`src/rtl/seg7_scan_driver.sv`:
```
// Time-multiplexed 8-digit common-anode 7-segment driver with a double-buffered frame word.
// Optional leading-zero blanking is enabled by defining SEG7_LZ_BLANK_EN.
module seg7_scan_driver #(
  parameter int unsigned SCAN_DIV = 100000
) (
  input  logic        clk,
  input  logic        rst,
  input  logic [31:0] data_in,
  input  logic        load,
  input  logic [7:0]  dp_mask,
  input  logic        enable,
  output logic [7:0]  AN,
  output logic [7:0]  SEG,
  output logic        frame_done
);

  localparam int unsigned CntW = (SCAN_DIV > 1) ? $clog2(SCAN_DIV) : 1;
  localparam logic [CntW-1:0] CntLast = CntW'(SCAN_DIV - 1);

  logic [CntW-1:0] cnt_q;
  logic [2:0]      idx_q;
  logic [31:0]     pending_q;
  logic [31:0]     frame_q;
  logic [7:0]      an_q;
  logic [7:0]      seg_q;

  logic       tick;
  logic       wrap;
  logic       blank;
  logic [3:0] nib;
  logic [6:0] seg_lo;
  logic [7:0] an_d;
  logic [7:0] seg_d;

  assign tick       = enable && (cnt_q == CntLast);
  assign wrap       = tick && (idx_q == 3'd7);
  assign frame_done = wrap;
  assign AN         = an_q;
  assign SEG        = seg_q;

  function automatic logic [6:0] dec7(input logic [3:0] h);
    logic [6:0] s;
    unique case (h)
      4'h0: s = 7'h40;
      4'h1: s = 7'h79;
      4'h2: s = 7'h24;
      4'h3: s = 7'h30;
      4'h4: s = 7'h19;
      4'h5: s = 7'h12;
      4'h6: s = 7'h02;
      4'h7: s = 7'h78;
      4'h8: s = 7'h00;
      4'h9: s = 7'h10;
      4'hA: s = 7'h08;
      4'hB: s = 7'h03;
      4'hC: s = 7'h46;
      4'hD: s = 7'h21;
      4'hE: s = 7'h06;
      default: s = 7'h0E;
    endcase
    return s;
  endfunction

`ifdef SEG7_LZ_BLANK_EN
  logic [2:0] top;

  // Highest non-zero nibble; digit 0 stays lit even for an all-zero word.
  always_comb begin
    top = 3'd0;
    for (int i = 1; i < 8; i++) begin
      if (frame_q[4*i +: 4] != 4'h0) top = 3'(i);
    end
  end

  assign blank = (idx_q > top);
`else
  assign blank = 1'b0;
`endif

  always_comb begin
    nib    = frame_q[{idx_q, 2'b00} +: 4];
    seg_lo = dec7(nib);
    an_d   = 8'hFF;
    seg_d  = 8'hFF;
    if (enable && !blank) begin
      an_d  = ~(8'b1 << idx_q);
      seg_d = {~dp_mask[idx_q], seg_lo};
    end
  end

  always_ff @(posedge clk or posedge rst) begin
    if (rst) begin
      cnt_q     <= '0;
      idx_q     <= 3'd0;
      pending_q <= 32'h0;
      frame_q   <= 32'h0;
      an_q      <= 8'hFF;
      seg_q     <= 8'hFF;
    end else begin
      if (enable) begin
        cnt_q <= tick ? '0 : cnt_q + CntW'(1);
        if (tick) idx_q <= idx_q + 3'd1;
      end
      if (load) pending_q <= data_in;
      // A load landing on the wrap bypasses pending so the new frame shows it at once.
      if (wrap) frame_q <= load ? data_in : pending_q;
      an_q  <= an_d;
      seg_q <= seg_d;
    end
  end

endmodule

```
`config.mk`:
```
export PLATFORM = sky130hd
export DESIGN_NAME = seg7_scan_driver
export DESIGN_NICKNAME = d
export VERILOG_FILES = /design/src/rtl/seg7_scan_driver.sv
export SDC_FILE = /design/constraint.sdc
export NUM_CORES = 1
export LEC_CHECK = 0
export CAP_MARGIN = 0
export CORE_ASPECT_RATIO = 0.7
export CORE_MARGIN = 1.5
export CORE_UTILIZATION = 35
export DETAILED_ROUTE_END_ITERATION = 7
export PLACE_DENSITY = 0.51
export SLEW_MARGIN = 20
export SYNTH_ARGS = -nofsm -noshare
export SYNTH_HDL_FRONTEND = slang
export SYNTH_SLANG_ARGS = --single-unit
```
`constraint.sdc`:
```
create_clock -name clk -period 7.51 [get_ports clk]
set_input_delay 1.1265 -clock clk [delete_from_list [all_inputs] [get_ports clk]]
set_output_delay 1.1265 -clock clk [all_outputs]
set_load 0.05 [all_outputs]
```
=== Yosys cells after proc, flatten, opt, wreduce, memory -nomap -nowiden ===
Memories as Yosys holds them, arrays and structs flattened.
Index checks and enable logic that the tools add are counted.

* Logic and storage cells: 25
* Memories: 1
* Latch bits: 0
* Bits in writable memories: 0
* Bits of input ports: 44
* Bits in read-only memories: 112
* Bits in registers: 100
* Output and inout port bits: 17

{| class="wikitable"
|+ Memory list
! name !! depth !! bits a word !! read ports !! clocked after Yosys merged registers in !! wr ports !! line !! RTL
|-
| (no name shown) || 16 || 7 || 1 || 0 || 0 || 43 || <nowiki>unique case (h)</nowiki>
|}

* Multiply operators: 0
* Reductions and logical operators: 3
* Order comparisons: 1
* Add/sub/neg operators: 2
* Shift-type cells: 2
* Eq/ne operators: 2
* Divide/modulo/power cells: 0
* Bitwise logic cells: 2
* Multiplexer cells: 6

{| class="wikitable"
|+ Operators with widths
! kind !! number
|-
| two-way mux 32 bit || 1
|-
| variable part select 32 x 6 -> 4 bit || 1
|-
| adder 17 x 1 -> 17 bit, second input constant || 1
|-
| equality test 17 bit, second input constant || 1
|-
| two-way mux 17 bit || 1
|-
| two-way mux 8 bit || 2
|-
| inverter 8 bit || 1
|-
| << shifter 1 x 3 -> 8 bit, first input constant || 1
|-
| less-than comparator 3 x 4 -> 1 bit, second input constant || 1
|-
| adder 3 x 1 -> 3 bit, second input constant || 1
|-
| binary-select mux 1 bit (select 3 bit) || 1
|-
| equality test 3 bit, second input constant || 1
|-
| logical AND 1 bit || 2
|-
| AND reduction 2 bit || 1
|-
| two-way mux 1 bit || 1
|-
| inverter 1 bit || 1
|}

=== Depth between registers and ports, before layout ===
Gate-level depths: netlist of run 1.

* Depth in word-level cells: 4
* Mapped depth: 8
* Depth with buffers taken out: 7

=== Worst setup path before layout of run 1 ===
No wires, ideal clock.

* Kind: input port to output port
* Start point: input enable
* End point: output frame_done
* Data required time: 6.384 ns
* Buffers on the path: 1
* Path slack: 3.302 ns
* Arrival time: 3.082 ns
* Stages on the path: 4
* Path through: and4_1 > buf_2 > nand2_1 > nor4_1

* Cells in the longest elaborated chain, start to end: 2

{| class="wikitable"
|+ RTL lines
! item !! line !! RTL
|-
| start: declaration || 11 || <nowiki>input logic enable,</nowiki>
|-
| logical AND 1 bit || 35 || <nowiki>assign tick = enable && (cnt_q == CntLast);</nowiki>
|-
| logical AND 1 bit || 36 || <nowiki>assign wrap = tick && (idx_q == 3'd7);</nowiki>
|-
| end: declaration || 14 || <nowiki>output logic frame_done</nowiki>
|}

Every way passes these cells.

=== Worst setup path after layout of run 1 ===
Ends and elaborated chain as after synthesis.

==> flow_metrics.env, run 1 <==
export IMPL_crit_path_end="frame_done"
export IMPL_ys_async_sr_fraction_pct=100.0
export IMPL_routed_wl_um=9028
export IMPL_holdCritPathClass="register to register"
export IMPL_leakage_uw=0.002647
export IMPL_maxSlewViolCount=0
export IMPL_outcome="finished clean"
export IMPL_power_frac_seq_pct=51.1
export IMPL_via_count=2705
export IMPL_path_clk_slew_ns=0.07
export IMPL_reg2regPathDepth=7
export IMPL_final_cells=561
export IMPL_grt_max_degree=79
export IMPL_grt_util_all_layers_pct=14.22
export IMPL_drt_iter0_drc=165
export IMPL_peakVddDrop_v=0.0001066
export IMPL_synth_area_leaders="dfrtp_1, mux2_4, dfstp_2, mux2_2, ha_1"
export IMPL_synth_top_cell_area_share_pct=45.19
export IMPL_chipWidth_um=140.8
export IMPL_r2r_start="idx_q[1]$_DFFE_PP0P_"
export IMPL_ios=61
export IMPL_clock_sinks=100
export IMPL_dpl_cell_area_mm2=0.005380
export IMPL_die_area_mm2=0.01400
export IMPL_clkPwrFrac_pct=40.1
export IMPL_coreArea_mm2=0.01305
export IMPL_first_pass_iters=6
export IMPL_cp_max_fo=23
export IMPL_ys_seq_area_share_pct=54.22
export IMPL_reg2reg_to="SEG[0]$_DFF_PP1_"
export IMPL_period_minus_slack_ns=4.991
export IMPL_clkLatencyLatePin_ns=0.34
export IMPL_grt_pass1_wl_um=15200
export IMPL_yosysWarnings=0
export IMPL_vias_per_cell=4.822
export IMPL_maxSlewHeadroom_pct=38.55
export IMPL_ctsHoldBuffers=0
export IMPL_ctsRootBufferMaster="clkbuf_16"
export IMPL_cts_setup_buffers=0
export IMPL_final_cell_mix="dfrtp_1, clkdlybuf4s50_1, mux2_2, mux2_4, nand2_1"
export IMPL_n_antenna_cell=0
export IMPL_clock_skew_ns=0.004882
export IMPL_setup_tns_final_ns=0
export IMPL_cts_buffers=9
export IMPL_dominantRegCellSynth="dfrtp_1"
export IMPL_setup_violations=0
export IMPL_final_fill_count=1178
export IMPL_worst_setup_path_type="input pin to output pin"
export IMPL_fin_ws_ns=2.519
export IMPL_post_route_cells_drive_above_1_share_pct=27.59
export IMPL_clockBufferDepth=2
export IMPL_switching_power_uw=272.6
export IMPL_synth_edf_count=0
export IMPL_end_kind="output pin"
export IMPL_dpl_worst_slack_ns=2.516
export IMPL_grt_pass1_vias=2808
export IMPL_antenna_found_initial=0
export IMPL_dp_hpwl_um=6087
export IMPL_clock_fmax_mhz=200.4
export IMPL_tritoncts="yes"
export IMPL_finalHoldViolCount=0
export IMPL_power_total_uw=1167
export IMPL_p_int_uw=894.7
export IMPL_tightestPinTransition_ns=0.9167
export IMPL_power_density_mw_per_mm2=204.4
export IMPL_synthToLayoutAreaGrowth_pct=22.75
export IMPL_avgSynthCellArea_um2=14.05
export IMPL_cap_violations=0
export IMPL_synth_cell_type_count=45
export IMPL_seqCellArea_mm2=0.002522
export IMPL_critPathLaunch="enable"
export IMPL_drtAntennaViolNets=0
export IMPL_rsz0062_at_grt="no"
export IMPL_sw_frac_of_total_pct=23.35
export IMPL_die_h_um=99.46
export IMPL_h_tree_depth=3
export IMPL_gp_congestion=0.8341
export IMPL_grt_ovfl_total=0
export IMPL_rows=35
export IMPL_ys_seq_elements=100
export IMPL_final_common_cell="dfrtp_1"
export IMPL_reg2reg_slack_ns=4.62
export IMPL_synth_largest_area_cell="dfrtp_1"
export IMPL_wl_per_cell_um=16.09
export IMPL_critical_path_arrival_ns=3.86
export IMPL_pwr_share_comb_pct=8.8
export IMPL_synthCells=331
export IMPL_finalInstanceArea_mm2=0.005710
export IMPL_drc_errors=0
export IMPL_io_buffers=60
export IMPL_cp_start_kind="input pin"
export IMPL_netlist_area_mm2=0.004652
export IMPL_multi_input_area_mm2=0.001987
export IMPL_dp_cells=544
export IMPL_period_share_pct=66.46
export IMPL_final_nets=447
export IMPL_cp_required_ns=6.38
export IMPL_post_cts_resized=0
export IMPL_synth_fp_nets=388
export IMPL_initial_core_util_pct=35.65
power groups by stage:
| stage | registers, uW | logic, uW | clock network (uW) |
|---|---|---|---|
| after global routing | 602 | 117 | 509 |
| after detailed placement | 606 | 103 | 0 |
| after global placement | 606 | 102 | 0 |
| after floorplan | 609 | 55.2 | 0 |
| final | 597 | 103 | 468 |
| after CTS | 597 | 104 | 486 |
state kept, by name (all words and copies together), names as in the netlist:
name,flops
idx_q,3
AN,8
frame_q,32
cnt_q,17
SEG,8
pending_q,32
cell usage after synthesis (2+ instances only):
cell type and instances:
a21oi_1 3, a2bb2oi_1 2, a31oi_1 4, and3_1 3, and4_1 3, buf_1 4
buf_2 3, buf_6 5, clkbuf_1 3, dfrtp_1 84, dfstp_2 16, ha_1 13
inv_1 12, mux2_2 35, mux2_4 30, mux2i_1 11, mux4_1 4, mux4_2 4
nand2_1 19, nand2b_1 2, nand3_1 13, nand4_1 3, nor2_1 14, nor2b_1 2
o21ai_0 3, o21ai_1 2, o221ai_1 2, or3_1 2, xnor2_1 8, xor2_1 7
logic make-up (layout without fill, tap and decap cells):
| kind of cell | Yosys count | after routing | synth area share [%] |
|---|---|---|---|
| AND/OR/NAND/NOR | 72 | 72 | 8.526 |
| adder cells (fa/ha/maj) | 13 | 13 | 3.497 |
| XOR/XNOR | 15 | 15 | 2.824 |
| AO/OA/AOI/OAI | 19 | 19 | 2.663 |
| buffers and inverters | 27 | 91 | 3.066 |
| multiplexers | 85 | 85 | 25.20 |
| flip-flops | 100 | 100 | 54.22 |
worst min path at each step:
stage / startpoint / end / slack, ns / depth (start not counted)
6_report: pending_q[24]$_DFF_PP0_ / pending_q[24]$_DFF_PP0_ / 0.50 / 1
3_3_place_gp: pending_q[8]$_DFF_PP0_ / pending_q[8]$_DFF_PP0_ / 0.48 / 1
5_1_grt: pending_q[16]$_DFF_PP0_ / pending_q[16]$_DFF_PP0_ / 0.51 / 1
2_1_floorplan: cnt_q[8]$_DFFE_PP0P_ / cnt_q[8]$_DFFE_PP0P_ / 0.46 / 1
3_5_place_dp: pending_q[24]$_DFF_PP0_ / pending_q[24]$_DFF_PP0_ / 0.49 / 1
4_1_cts: pending_q[24]$_DFF_PP0_ / pending_q[24]$_DFF_PP0_ / 0.50 / 1
critical path, cell delays in order:
cell and delay, ns:
clkdlybuf4s50_1 0.96, and4_1 0.48, nand2_1 0.15, nor4_1 0.28
clkdlybuf4s50_1 0.85
layout make-up:
class / count / area share (%)
clock buffers: 10 / 4.185
clock inverters: 6 / 1.117
inverters: 12 / 0.8326
multi-input cells: 204 / 34.79
flip-flops and latches: 100 / 44.17
well taps: 166 / 3.637
repair buffers: 63 / 11.26
metal layers:
layer  wire length, um  track usage, %  vias to the layer above
met5                 0               0                        -
met2              3751           19.93                       76
met3               519           3.804                        8
met1              4663           21.56                     1329
met4                93           3.846                        0
li1                  -               -                     1292
through the flow:
step | util [%] | hold WS, ns
2_1_floorplan | - | 0.4567
3_3_place_gp | 41.23 | 0.4806
3_5_place_dp | 41.23 | 0.4870
4_1_cts | 43.55 | 0.5020
5_1_grt | 43.76 | 0.5115
6_report | 43.76 | 0.4971
No activity file was read; power rests on OpenSTA's default activity.
==> run 2, diff against run 1 <==
Clock period 7.51 ns to 4.7 ns, I/O delays scaled along.
==> flow_metrics.env, run 2 (same netlist as run 1, synthesis figures left out) <==
export IMPL_outcome="finished clean"
export IMPL_critical_path_arrival_ns=3.10
export IMPL_wl_per_cell_um=16.16
export IMPL_coreArea_mm2=0.01305
export IMPL_ctsRootBufferMaster="clkbuf_16"
export IMPL_cap_violations=0
export IMPL_initial_core_util_pct=35.65
export IMPL_final_cells=562
export IMPL_drt_iter0_drc=171
export IMPL_final_cell_mix="dfrtp_1, clkdlybuf4s50_1, mux2_2, mux2_4, nand2_1"
export IMPL_grt_ovfl_total=0
export IMPL_hold_path_depth=1
export IMPL_cts_setup_buffers=0
export IMPL_first_pass_iters=4
export IMPL_final_common_cell="dfrtp_1"
export IMPL_dp_hpwl_um=6168
export IMPL_clock_skew_ns=0.008770
export IMPL_grt_pass1_vias=2765
export IMPL_maxSlewHeadroom_pct=35.77
export IMPL_holdCritPathClass="register to register"
export IMPL_dp_cells=546
export IMPL_end_kind="output pin"
export IMPL_chipWidth_um=140.8
export IMPL_peakVddDrop_v=0.0001661
export IMPL_leakage_uw=0.002637
export IMPL_io_buffers=60
export IMPL_routed_wl_um=9084
export IMPL_n_antenna_cell=0
export IMPL_clkLatencyLatePin_ns=0.34
export IMPL_setup_tns_final_ns=0
export IMPL_tritoncts="yes"
export IMPL_grt_max_degree=55
export IMPL_ctsHoldBuffers=0
export IMPL_die_h_um=99.46
export IMPL_clockBufferDepth=2
export IMPL_power_density_mw_per_mm2=319.7
export IMPL_period_minus_slack_ns=3.801
export IMPL_fin_ws_ns=0.8987
export IMPL_grt_pass1_wl_um=15130
export IMPL_post_route_cells_drive_above_1_share_pct=27.53
export IMPL_antenna_found_initial=0
export IMPL_setup_violations=0
export IMPL_maxSlewViolCount=0
export IMPL_clock_fmax_mhz=263.1
export IMPL_cp_start_kind="input pin"
export IMPL_ios=61
export IMPL_fin_hold_ws_ns=0.4988
export IMPL_grt_util_all_layers_pct=14.17
export IMPL_dpl_worst_slack_ns=0.9195
export IMPL_finalHoldViolCount=0
export IMPL_rows=35
export IMPL_gp_congestion=0.7683
export IMPL_cts_buffers=9
export IMPL_drc_errors=0
export IMPL_final_nets=448
export IMPL_die_area_mm2=0.01400
export IMPL_drtAntennaViolNets=0
export IMPL_path_clk_slew_ns=0.06
export IMPL_cp_max_fo=23
export IMPL_clock_sinks=100
export IMPL_worst_setup_path_type="input pin to output pin"
export IMPL_via_count=2691
export IMPL_period_share_pct=80.88
export IMPL_rsz0062_at_grt="no"
export IMPL_reg2regPathDepth=7
export IMPL_h_tree_depth=3
export IMPL_post_cts_resized=0
export IMPL_tightestPinTransition_ns=0.9583
export IMPL_vias_per_cell=4.788
export IMPL_cp_required_ns=3.99
export IMPL_largestRegisters="frame_q x32, pending_q x32, cnt_q x17"
export IMPL_synthToLayoutAreaGrowth_pct=22.11
## run 2: cell types whose count changed in the layout (fill, tap and decap cells not counted), sizes merged
cell,previous run,this run
buf,3,4
inv,12,14
clkinvlp,2,1
bufinv,1,0
## run 2: path summary, 6_finish.rpt
kind / end / slack [ns] / startpoint
setup / recovery: frame_done / 0.90 / enable
hold / removal: pending_q[24]$_DFF_PP0_ / 0.50 / pending_q[24]$_DFF_PP0_
setup reg to reg: SEG[3]$_DFF_PP1_ / 1.86 / idx_q[1]$_DFFE_PP0P_
hold reg to reg: pending_q[24]$_DFF_PP0_ / 0.50 / pending_q[24]$_DFF_PP0_
max in group asynchronous: frame_q[18]$_DFFE_PP0P_ / 3.11 / rst
min in group asynchronous: pending_q[14]$_DFF_PP0_ / 0.65 / rst
## run 2: per-stage QoR
step                util (%)  power, uW  area (um2)
floorplan                  -       1061        4652
global placement       41.34       1136        5395
detailed placement     41.34       1138        5395
CTS                    43.53       1846        5680
global route           43.53       1903        5680
finish                 43.53       1816        5680
## run 2: worst max-delay path, cell delays in order
cell and delay, ns:
clkdlybuf4s50_1 0.45, buf_4 0.24, and4_1 0.41, nand2_1 0.15, nor4_1 0.28, clkdlybuf4s50_1 0.85
## run 2: layout make-up
class                           count  area, um2
Inverter                           12      47.55
Multi-Input combinational cell    204       1987
Clock inverter                      6      46.29
Clock buffer                       10      239.0
Fill cell                        1218       7370
Tap cell                          166      207.7
Sequential cell                   100       2522
Timing Repair Buffer               64      630.6
## run 2: routing by layer
metal	GRT usage, %	vias to the layer above	wire length [um]
met3	3.948	9	392
met4	3.846	0	99
met5	0	-	0
met2	20.16	58	3834
met1	21.13	1324	4757
li1	-	1300	-
## run 2: power by group
part           switching [uW]  leakage (uW)  internal (uW)
registers                42.0       0.00125            915
clock network             320      0.000137            377
logic                    75.6       0.00125           86.8
==> run 3, diff against run 2 <==
Clock period 4.7 ns to 3.51 ns, I/O delays scaled along.
==> flow_metrics.env, run 3 (same netlist as run 1, synthesis figures left out) <==
export IMPL_post_cts_resized=0
export IMPL_final_cell_mix="dfrtp_1, clkdlybuf4s50_1, mux2_2, mux2_4, nand2_1"
export IMPL_cp_max_fo=13
export IMPL_largestRegisters="frame_q x32, pending_q x32, cnt_q x17"
export IMPL_final_nets=449
export IMPL_worst_setup_path_type="register to output pin"
export IMPL_finalHoldViolCount=0
export IMPL_grt_pass1_vias=2891
export IMPL_rsz0062_at_grt="no"
export IMPL_die_area_mm2=0.01400
export IMPL_switching_power_uw=584.8
export IMPL_final_cells=563
export IMPL_cp_top_family="flip-flops"
export IMPL_wl_per_cell_um=16.62
export IMPL_leakage_uw=0.002653
export IMPL_grt_util_all_layers_pct=14.61
export IMPL_holdCritPathClass="register to register"
export IMPL_p_int_uw=1914
export IMPL_worstPathCellList="ha_1 -> ha_1 -> inv_1 -> nor4_1 -> buf_12"
export IMPL_grt_pass1_wl_um=15600
export IMPL_post_route_cells_drive_above_1_share_pct=27.71
export IMPL_setup_violations=0
export IMPL_ctsHoldBuffers=0
export IMPL_pwr_share_comb_pct=8.8
export IMPL_cp_start_kind="register"
export IMPL_coreArea_mm2=0.01305
export IMPL_dp_hpwl_um=6387
export IMPL_drc_errors=0
export IMPL_tritoncts="yes"
export IMPL_gp_congestion=0.7478
export IMPL_final_common_cell="dfrtp_1"
export IMPL_power_total_uw=2499
export IMPL_via_count=2744
export IMPL_cp_slowest_cell="dfrtp_1"
export IMPL_die_h_um=99.46
export IMPL_cp_required_ns=2.98
export IMPL_io_buffers=60
export IMPL_clkLatencyLatePin_ns=0.35
export IMPL_synthToLayoutAreaGrowth_pct=23.00
export IMPL_n_antenna_cell=0
export IMPL_antenna_found_initial=0
export IMPL_drt_iter0_drc=131
export IMPL_cpPeakStageDelay_ns=0.72
export IMPL_dp_cells=547
export IMPL_vias_per_cell=4.874
export IMPL_rows=35
export IMPL_clkPwrFrac_pct=39.9
export IMPL_cts_buffers=9
export IMPL_clock_sinks=100
export IMPL_initial_core_util_pct=35.65
export IMPL_grt_max_degree=59
export IMPL_clock_fmax_mhz=345.8
export IMPL_outcome="finished clean"
export IMPL_period_share_pct=82.39
export IMPL_sw_frac_of_total_pct=23.40
export IMPL_tightestPinTransition_ns=0.8236
export IMPL_clock_skew_ns=0.008560
export IMPL_cap_violations=0
export IMPL_cts_setup_buffers=0
export IMPL_maxSlewHeadroom_pct=44.99
export IMPL_h_tree_depth=3
export IMPL_period_minus_slack_ns=2.892
export IMPL_clockBufferDepth=2
export IMPL_grt_ovfl_total=0
export IMPL_finalInstanceArea_mm2=0.005722
export IMPL_ctsRootBufferMaster="clkbuf_16"
export IMPL_peakVddDrop_v=0.0002053
export IMPL_power_frac_seq_pct=51.3
export IMPL_chipWidth_um=140.8
export IMPL_setup_tns_final_ns=0
export IMPL_routed_wl_um=9356
export IMPL_maxSlewViolCount=0
export IMPL_dpl_cell_area_mm2=0.005425
export IMPL_crit_top_cell="ha_1"
export IMPL_drtAntennaViolNets=0
export IMPL_path_buf_inv=2
export IMPL_critical_path_arrival_ns=2.37
export IMPL_ios=61
export IMPL_power_density_mw_per_mm2=436.8
export IMPL_first_pass_iters=4
export IMPL_path_clk_slew_ns=0.06
export IMPL_end_kind="output pin"
run 3: worst paths after layout:
| check | to | cells after the start | start | slack (ns) |
|---|---|---|---|---|
| worst max register to register | SEG[0]$_DFF_PP1_ | 7 | idx_q[1]$_DFFE_PP0P_ | 0.71 |
| worst max-delay path | frame_done | 5 | idx_q[1]$_DFFE_PP0P_ | 0.62 |
| max in group asynchronous | AN[2]$_DFF_PP1_ | 3 | rst | 2.16 |
| worst min-delay path | pending_q[24]$_DFF_PP0_ | 1 | pending_q[24]$_DFF_PP0_ | 0.49 |
| min in group asynchronous | cnt_q[9]$_DFFE_PP0P_ | 2 | rst | 0.59 |
| worst min register to register | pending_q[24]$_DFF_PP0_ | 1 | pending_q[24]$_DFF_PP0_ | 0.49 |
run 3: power groups by stage:
stage,logic [uW],registers [uW],clock network [uW]
after global routing,247,1290,1070
final,220,1280,998
after CTS,227,1280,1030
after detailed placement,225,1300,0
after global placement,223,1300,0
after floorplan,118,1300,0
run 3: final cells by class:
class                   instances  area (um2)
clock buffers                  12       246.5
fillers                      1180        7328
repair buffers                 65       660.6
inverters                      12       47.55
flip-flops and latches        100        2522
multi-input cells             204        1987
clock inverters                 4       50.05
well taps                     166       207.7
run 3: per-stage QoR:
| step | hold slack [ns] | setup slack (ns) | utilization, % |
|---|---|---|---|
| 2_1_floorplan | 0.4567 | 0.3912 | - |
| 3_3_place_gp | 0.4787 | 0.7209 | 41.57 |
| 3_5_place_dp | 0.4869 | 0.6639 | 41.57 |
| 4_1_cts | 0.5026 | 0.5378 | 43.84 |
| 5_1_grt | 0.5227 | 0.3566 | 43.84 |
| 6_report | 0.4938 | 0.6182 | 43.84 |
run 3: metal layers:
layer	part of all wire, %	GRT usage, %	wire length, um
met3	4.2	3.563	395
met2	41	20.88	3877
met4	1.6	5.529	148
met5	0	0	0
met1	53	21.43	4935
